**src/rtl/fpadd_sequencer_if.sv**
```systemverilog
// Operand-ROM and FP-adder bus of fpadd_sequencer.
// master = sequencer side, slave = ROM/adder side.
interface fpadd_sequencer_if #(
    parameter int ADDR_W = 4
);
    logic [ADDR_W-1:0] rom_addr;
    logic [63:0]       rom_data;
    logic [31:0]       add_a;
    logic [31:0]       add_b;
    logic              add_valid;
    logic [31:0]       add_result;

    modport master (
        output rom_addr, add_a, add_b, add_valid,
        input  rom_data, add_result
    );

    modport slave (
        input  rom_addr, add_a, add_b, add_valid,
        output rom_data, add_result
    );
endinterface

```
**src/rtl/fpadd_sequencer.sv**
```systemverilog
// Steps the pipelined FP adder through NUM ROM operand pairs, holding each sum DWELL cycles.
// Optional FPADD_SEQ_LOOP_EN: wrap to entry 0 after the last entry instead of stopping in DONE.
module fpadd_sequencer #(
    parameter int NUM     = 10,
    parameter int ADDR_W  = 4,
    parameter int LATENCY = 3,
    parameter int DWELL   = 50000000
) (
    input  logic                 clk,
    input  logic                 rst,
    input  logic                 start,
    fpadd_sequencer_if.master    bus,
    output logic [31:0]          result,
    output logic                 result_valid,
    output logic [ADDR_W-1:0]    index,
    output logic                 busy,
    output logic                 done
);

    localparam int LAT_W = (LATENCY > 1) ? $clog2(LATENCY) : 1;
    localparam int DWL_W = (DWELL > 1) ? $clog2(DWELL) : 1;
    localparam logic [ADDR_W-1:0] LAST_IDX = ADDR_W'(NUM - 1);
    localparam logic [LAT_W-1:0]  LAT_LOAD = LAT_W'(LATENCY - 1);
    localparam logic [DWL_W-1:0]  DWL_LOAD = DWL_W'(DWELL - 1);

    typedef enum logic [2:0] {
        S_IDLE,
        S_FETCH,
        S_ISSUE,
        S_WAIT,
        S_SHOW,
        S_DONE
    } state_t;

    state_t           state;
    logic [LAT_W-1:0] lat_cnt;
    logic [DWL_W-1:0] dwell_cnt;

    // The ROM is addressed straight from the index register, so rom_addr is registered too.
    assign bus.rom_addr = index;

    always_ff @(posedge clk) begin
        if (rst) begin
            state         <= S_IDLE;
            index         <= '0;
            lat_cnt       <= '0;
            dwell_cnt     <= '0;
            bus.add_a     <= '0;
            bus.add_b     <= '0;
            bus.add_valid <= 1'b0;
            result        <= '0;
            result_valid  <= 1'b0;
            busy          <= 1'b0;
            done          <= 1'b0;
        end else begin
            // NOTE: non-blocking assignments so every register updates from pre-edge values.
            case (state)
                S_IDLE: begin
                    if (start) begin
                        index <= '0;
                        busy  <= 1'b1;
                        state <= S_FETCH;
                    end
                end
                S_FETCH: begin
                    bus.add_a     <= bus.rom_data[63:32];
                    bus.add_b     <= bus.rom_data[31:0];
                    bus.add_valid <= 1'b1;
                    done          <= 1'b0;
                    state         <= S_ISSUE;
                end
                S_ISSUE: begin
                    bus.add_valid <= 1'b0;
                    lat_cnt       <= LAT_LOAD;
                    state         <= S_WAIT;
                end
                S_WAIT: begin
                    // add_result is only trusted on the last WAIT cycle.
                    if (lat_cnt == '0) begin
                        result       <= bus.add_result;
                        result_valid <= 1'b1;
                        dwell_cnt    <= DWL_LOAD;
                        state        <= S_SHOW;
                    end else begin
                        lat_cnt <= lat_cnt - 1'b1;
                    end
                end
                S_SHOW: begin
                    if (dwell_cnt == '0) begin
                        result_valid <= 1'b0;
                        if (index == LAST_IDX) begin
`ifdef FPADD_SEQ_LOOP_EN
                            index <= '0;
                            done  <= 1'b1;
                            state <= S_FETCH;
`else
                            busy  <= 1'b0;
                            done  <= 1'b1;
                            state <= S_DONE;
`endif
                        end else begin
                            index <= index + 1'b1;
                            state <= S_FETCH;
                        end
                    end else begin
                        dwell_cnt <= dwell_cnt - 1'b1;
                    end
                end
                S_DONE: begin
                    if (start) begin
                        index <= '0;
                        done  <= 1'b0;
                        busy  <= 1'b1;
                        state <= S_FETCH;
                    end
                end
                default: state <= S_IDLE;
            endcase
        end
    end

endmodule

```
**src/flat_wrapper.sv**
```systemverilog
// flat-port wrapper written by rule: the top's interface ports become plain ports
module fpadd_sequencer_flat 
#(
    parameter int NUM     = 10,
    parameter int ADDR_W  = 4,
    parameter int LATENCY = 3,
    parameter int DWELL   = 50000000
)
  (clk, rst, start, result, result_valid, index, busy, done, bus_rom_addr, bus_add_a, bus_add_b, bus_add_valid, bus_rom_data, bus_add_result);
  fpadd_sequencer_if #(.ADDR_W(ADDR_W)) bus_i ();
  input  logic clk;
  input  logic rst;
  input  logic start;
  output logic [31:0] result;
  output logic result_valid;
  output logic [ADDR_W-1:0] index;
  output logic busy;
  output logic done;
  output wire logic [$bits(bus_i.rom_addr)-1:0] bus_rom_addr;
  output wire logic [$bits(bus_i.add_a)-1:0] bus_add_a;
  output wire logic [$bits(bus_i.add_b)-1:0] bus_add_b;
  output wire logic [$bits(bus_i.add_valid)-1:0] bus_add_valid;
  input wire logic [$bits(bus_i.rom_data)-1:0] bus_rom_data;
  input wire logic [$bits(bus_i.add_result)-1:0] bus_add_result;
  assign bus_rom_addr = bus_i.rom_addr;
  assign bus_add_a = bus_i.add_a;
  assign bus_add_b = bus_i.add_b;
  assign bus_add_valid = bus_i.add_valid;
  assign bus_i.rom_data = bus_rom_data;
  assign bus_i.add_result = bus_add_result;
  fpadd_sequencer #(.NUM(NUM), .ADDR_W(ADDR_W), .LATENCY(LATENCY), .DWELL(DWELL)) u_core (.clk(clk), .rst(rst), .start(start), .bus(bus_i), .result(result), .result_valid(result_valid), .index(index), .busy(busy), .done(done));
endmodule
```
**config.mk**
```make
export PLATFORM = sky130hd
export DESIGN_NAME = fpadd_sequencer_flat
export DESIGN_NICKNAME = d
export VERILOG_FILES = /design/src/rtl/fpadd_sequencer_if.sv /design/src/rtl/fpadd_sequencer.sv /design/src/flat_wrapper.sv
export SDC_FILE = /design/constraint.sdc
export NUM_CORES = 1
export LEC_CHECK = 0
export ABC_AREA = 1
export CAP_MARGIN = 30
export CORE_MARGIN = 1
export CORE_UTILIZATION = 45
export DETAILED_ROUTE_END_ITERATION = 12
export HOLD_SLACK_MARGIN = 0.06
export PLACE_DENSITY = 0.8
export SYNTH_ARGS = -nofsm -noshare
export SYNTH_HDL_FRONTEND = slang
export SYNTH_SLANG_ARGS = --single-unit
```
**constraint.sdc**
```tcl
create_clock -name clk -period 2.1 [get_ports clk]
set_clock_uncertainty 0.2 [all_clocks]
set_input_delay 0.42 -clock clk [delete_from_list [all_inputs] [get_ports clk]]
set_output_delay 0.42 -clock clk [all_outputs]
set_load 0.1 [all_outputs]
```
==> results of run 1 <==
==> tightest hold or removal path, delay by kind of cell <==
family | cells | cell delay (ps)
and+or+nand+nor | 2 | 120
buffers and inverters | 2 | 210
==> cell usage in the layout (no fill, tap or decap), types with 3 or more instances in the layout <==
cell type and n:
nand2_1 154, dfxtp_1 132, a21oi_1 131, buf_12 113, clkdlybuf4s50_1 97, inv_1 87, o21ai_0 72, nor2_1 65
nand3_1 55, clkbuf_16 17, nand4_1 15, inv_2 11, buf_4 11, xor2_1 8, bufinv_16 6, nand2_2 4
a31oi_1 4, clkbuf_1 4, ha_1 3, dfxtp_2 3
==> layer usage <==
metal,track usage (%),vias to the layer above
li1,-,3021
met1,29.27,2785
met2,48.65,214
met3,12.19,41
met4,13.33,0
met5,0,-
==> flip-flops by register name, summed over array words and instances (netlist names) <==
name,flops
u_core.bus.add_a,32
u_core.bus.add_b,32
u_core.bus.add_valid,1
u_core.bus.rom_addr,4
u_core.busy,1
u_core.done,1
u_core.dwell_cnt,26
u_core.lat_cnt,2
u_core.result,32
u_core.result_valid,1
u_core.state,3
==> report_power, final <==
group          switching [W]  internal (W)
Combinational        0.00751       0.00388
Sequential          0.000835       0.00332
Clock                0.00113       0.00223
==> logic make-up after synthesis <==
| group | Yosys count | share of synthesized area [%] |
|---|---|---|
| simple gates | 307 | 22.72 |
| fa+ha+maj | 4 | 0.8566 |
| flops | 135 | 46.25 |
| compound gates | 211 | 18.24 |
| xor+xnor | 9 | 1.349 |
| buf+inv | 148 | 10.58 |
==> timing repair <==
item | CTS | global route
buffers inserted | 0 | 0
resized for setup | 0 | 9
endpoints found under the setup margin | 0 | 33
endpoints found under the hold margin | 0 | 0
==> layout make-up <==
cell class | instances | area, um2 | share of cell area, %
Multi-Input combinational cell | 531 | 2569 | 26.11
Timing Repair Buffer | 222 | 3321 | 33.75
Clock buffer | 21 | 440.4 | 4.477
Inverter | 98 | 367.9 | 3.739
Clock inverter | 11 | 219.0 | 2.226
Tap cell | 172 | 215.2 | 2.187
Sequential cell | 135 | 2706 | 27.51
==> metrics by stage <==
step	setup WS (ps)	total power, W
after global placement	61.53	0.01523
after detailed placement	20.20	0.01541
after global routing	7.051	0.01982
after floorplan	43.74	0.01143
after CTS	0.4337	0.01887
final	140.5	0.01892
==> final timing paths <==
kind | startpoint | to | depth (start not counted)
worst max register to register | u_core.dwell_cnt[1] | u_core.bus.rom_addr[1] | 13
worst min register to register | u_core.bus.add_b[5] | u_core.bus.add_b[5] | 2
worst max-delay path | u_core.dwell_cnt[1] | u_core.bus.rom_addr[1] | 13
worst min-delay path | rst | u_core.state[0] | 4
==> flow_summary.yaml, run 1 <==
cts:
  clk_pin_slew_ps: 60
  clock_latency_ps: 430
  clock_sinks: 135
  cts.path.max_buffers: 2
  tritoncts: "yes"
  root_buffer: "clkbuf_16"
  htreeDepth: 4
  numCtsBuffers: 17
  cts_hold_buf: 0
timing:
  timing.hold.ws_ps: 173.2
  hold_viol: 0
  worst_pin_slew_ps: 687.1
  finalSetupTns_ps: 0
  fin_crit_sh_pct: 93.31
  fmax_mhz: 510.3
  rsz0062_at_grt: "false"
  relSlewSlack_pct: 54.19
  setup_viol: 0
  slew_viol_final: 0
  min_period_ps: 1960
drt:
  drc: 0
  dr_wl_met2_mm: 9.428
  dr_total_vias: 6061
  drt_iter0_markers: 423
  route.met3.wl_mm: 1.648
  dr.pass1.iters: 5
  wl_per_cell_um: 15.54
  top_layer: "met4"
  met1_length_mm: 6.815
  drt-total-wl_mm: 18.49
  detail-route-antenna-nets: 0
  viasPerCell: 5.093
critical_path:
  cpPeakStageDelay_ps: 320
  crit_type: "flip-flop to flip-flop"
  cp_num_buf_inv: 2
  crit_path_end_kind: "flip-flop"
  cpLargestDelayFamily: "simple AND/OR/NAND/NOR gates"
  required_ps: 2250
  worstPathMaxFanout: 15
  path_cells: "inv_1, ha_4, nand2_4, nor2_8, nand2_2, nor2_2, nand2_1, nand2_4, buf_12, nand3_2, nand2_1, nand2_1, nor2_1"
  reg2reg_setup_slack_ps: 140
  path_common_cell: "nand2_1"
  worstSetupStartpointType: "flip-flop"
  arrival_ps: 2110
  critPathSlowestCell: "dfxtp_1"
layout:
  nNetsFinal: 1108
  post_route_cells_drive_above_1_share_pct: 17.98
  fillers: 807
  syn_to_final_growth_pct: 68.37
  final_cells: 1190
  fin_util_pct: 77.96
  antenna_cells: 0
  fin_area_um2: 9838
global_route:
  antenna_found_initial: 0
  grt_usage_pct: 28.11
  gr-total-overflow: 0
  grt_pass1_wl_mm: 28.69
  grt_pass1_vias: 5831
  grt_max_degree: 65
floorplanning:
  die_area_um2: 13440
  start_util_pct: 46.30
  rows: 41
  core_area_um2: 12620
  die_w_um: 116.0
  die_y_um: 116.0
  ios: 207
yosys:
  netlist_top_cells_count: "155 x nand2_1, 135 x dfxtp_1, 131 x a21oi_1"
  syn_nets: 917
  syn_area_um2: 5843
  synth_top_area_share_pct: 46.25
  synth_most_common_cell: "nand2_1"
  synthCells: 814
  synthTopCellsByArea: "dfxtp_1 46%, a21oi_1 11%, nand2_1 10%"
  ys_seq_elements: 135
  ys.flop_type: "dfxtp_1"
  synthDistinctLibCells: 31
  synth_top_cell_by_area: "dfxtp_1"
  syn_avg_cell_area_um2: 7.178
  synth_edf_count: 0
  ys_warn_count: 0
  ys_async_sr_fraction_pct: 0
  ys_seq_area_share_pct: 46.25
place:
  port_buffers: 206
  place_area_um2: 9135
  dp.cells: 1158
  globalplace.congestion: 0.9255
  dp_hpwl_mm: 12.87
pwr:
  worst_ir_drop_vdd_v: 0.001436
  leakagePower_nw: 3.913
  power_density_nw_per_um2: 1923
status:
  outcome: "completed"
worst_hold_path:
  hp-class: "input pin to flip-flop"
flow_run:
  maxCapViolCount: 0
Power figures use the tool's default switching activity.
==> inputs of run 2 (changes only) <==
--- a/config.mk
+++ b/config.mk
@@ -8,10 +8,10 @@
 export ABC_AREA = 1
 export CAP_MARGIN = 30
 export CORE_MARGIN = 1
-export CORE_UTILIZATION = 45
+export CORE_UTILIZATION = 41
 export DETAILED_ROUTE_END_ITERATION = 12
 export HOLD_SLACK_MARGIN = 0.06
-export PLACE_DENSITY = 0.8
+export PLACE_DENSITY = 0.77
 export SYNTH_ARGS = -nofsm -noshare
 export SYNTH_HDL_FRONTEND = slang
 export SYNTH_SLANG_ARGS = --single-unit
==> constraint.sdc (replaced) <==
create_clock -name clk -period 1.7 [get_ports clk]
set_clock_uncertainty 0.2 [all_clocks]
set_input_delay 0.34 -clock clk [delete_from_list [all_inputs] [get_ports clk]]
set_output_delay 0.34 -clock clk [all_outputs]
set_load 0.1 [all_outputs]
==> run 2 against run 1 <==
  * The flow now finishes with violations (negative setup slack)
  * Global-route usage up 0.072 points
  * Clock-buffer cell count grew 4
  * Sequential cell count did not move
  * Critical path type unchanged
  * Total power up 37%
  * Fmax is 3.4% higher
  * Final area rose by 11%
==> flow_summary.yaml, run 2 (synthesis gave the netlist of run 1 again) <==
drt:
  drt-total-wl_mm: 22.31
  viasPerCell: 5.310
  drc: 0
  route.met3.wl_mm: 2.077
  drt_iter0_markers: 462
  dr.pass1.iters: 6
  detail-route-antenna-nets: 0
  met1_length_mm: 8.013
  wl_per_cell_um: 17.53
  dr_wl_met2_mm: 11.29
  dr_total_vias: 6760
  top_layer: "met4"
critical_path:
  arrival_ps: 2040
  worstSetupStartpointType: "flip-flop"
  crit_type: "flip-flop to flip-flop"
  reg2reg_depth: 12
  worstPathMaxFanout: 6
  crit_path_end_kind: "flip-flop"
  required_ps: 1840
cts:
  clock_latency_ps: 420
  cts.path.max_buffers: 2
  htreeDepth: 4
  tritoncts: "yes"
  numCtsBuffers: 17
  cts_hold_buf: 0
  clk_pin_slew_ps: 60
  root_buffer: "clkbuf_16"
  clock_sinks: 135
timing:
  hold_viol: 0
  setup_ws_ps: -195.7
  worst_pin_slew_ps: 358.1
  relSlewSlack_pct: 75.87
  fin_crit_sh_pct: 111.5
  fmax_mhz: 527.5
  setup_viol: 33
  min_period_ps: 1896
  rsz0062_at_grt: "true"
  slew_viol_final: 0
  finalSetupTns_ps: -4420
layout:
  fin_util_pct: 78.89
  nNetsFinal: 1182
  post_route_cells_drive_above_1_share_pct: 32.88
  final_common_cell: "dfxtp_1"
  syn_to_final_growth_pct: 87.41
  final_cell_mix: "124 x dfxtp_1, 121 x a21oi_1, 120 x nand2_1, 120 x buf_12, 97 x clkdlybuf4s50_1"
  fillers: 779
  largestRegisters: "u_core.bus.add_a: 32 flops, u_core.bus.add_b: 32 flops, u_core.result: 32 flops"
global_route:
  grt_max_degree: 64
  grt_pass1_vias: 6552
  antenna_found_initial: 1
  grt_pass1_wl_mm: 32.18
  grt_usage_pct: 28.18
  gr-total-overflow: 0
status:
  violations: "negative setup slack"
  outcome: "finished with violations"
worst_hold_path:
  hp-class: "input pin to flip-flop"
  hold_depth: 4
place:
  globalplace.congestion: 0.8996
  port_buffers: 206
  dp_hpwl_mm: 14.05
  pre_cts_slack_ps: -136.7
floorplanning:
  die_area_um2: 14730
  core_area_um2: 13880
  rows: 43
  die_w_um: 121.4
  start_util_pct: 42.09
  ios: 207
  die_y_um: 121.4
pwr:
  finalPower_w: 0.02585
  worst_ir_drop_vdd_v: 0.001946
  power_density_nw_per_um2: 2361
  leakagePower_nw: 4.425
flow_run:
  maxCapViolCount: 0
run 2: cell types whose count changed in the layout (fill, tap and decap cells not counted), moves of 10 or more:
cell | previous run | this run
nand2_2 | 4 | 27
a21oi_2 | 0 | 10
nand3_2 | 1 | 14
a21oi_1 | 131 | 121
nand2_4 | 2 | 12
nor2_2 | 2 | 21
nand3_1 | 55 | 41
buf_4 | 11 | 67
nor2_1 | 65 | 35
nand2_1 | 154 | 120
nor2_4 | 0 | 11
run 2: worst paths after layout:
kind | start | endpoint | slack, ps
setup / recovery | u_core.dwell_cnt[1] | u_core.dwell_cnt[16] | -200
hold / removal | rst | u_core.bus.add_a[13] | 190
setup reg to reg | u_core.dwell_cnt[1] | u_core.dwell_cnt[16] | -200
hold reg to reg | u_core.bus.add_b[31] | u_core.bus.add_b[31] | 280
run 2: cell type report:
type                    count  area, um2  area share (%)
inverters                  98      370.4           3.382
diodes                      1      2.502         0.02285
well taps                 180      225.2           2.057
clock inverters             7      115.1           1.051
repair buffers            296       4026           36.77
flip-flops and latches    135       2721           24.85
clock buffers              25      505.5           4.616
multi-input cells         531       2984           27.25
run 2: where the power goes:
group	switching, W	internal, W	total (W)
Clock	0.00138	0.00250	0.00388
Combinational	0.0106	0.00631	0.0169
Sequential	0.000960	0.00412	0.00508
run 2: worst max-delay path, cell delays in order (launching register included):
cell and delay (ps):
dfxtp_1 320, inv_2 80, ha_4 160, nand2_4 60, nor2_8 110, nand2_4 70, nor2_4 110, nand2_4 80
nand2_8 130, buf_6 120, clkbuf_16 130, nand3_2 60, a21oi_1 170
run 2: per-layer routing:
layer	global-route usage, %	up-vias
li1	-	3159
met1	29.69	3165
met2	48.62	347
met3	11.65	89
met4	12.89	0
met5	0	-
run 2: what timing repair did:
item | in CTS | in global routing
cloned | 2 | 1
resized for setup | 52 | 96
pin swaps | 19 | 29
setup endpoints to repair | 46 | 55
buffers inserted | 4 | 7
run 2: metrics by stage:
stage          area [um2]  hold slack (ps)  std cells
3_3_place_gp         9699            267.0       1227
5_1_grt             10950            201.7       1273
4_1_cts             10560            176.1       1265
6_report            10950            187.6       1273
2_1_floorplan        5877            264.5        814
3_5_place_dp         9699            272.4       1227
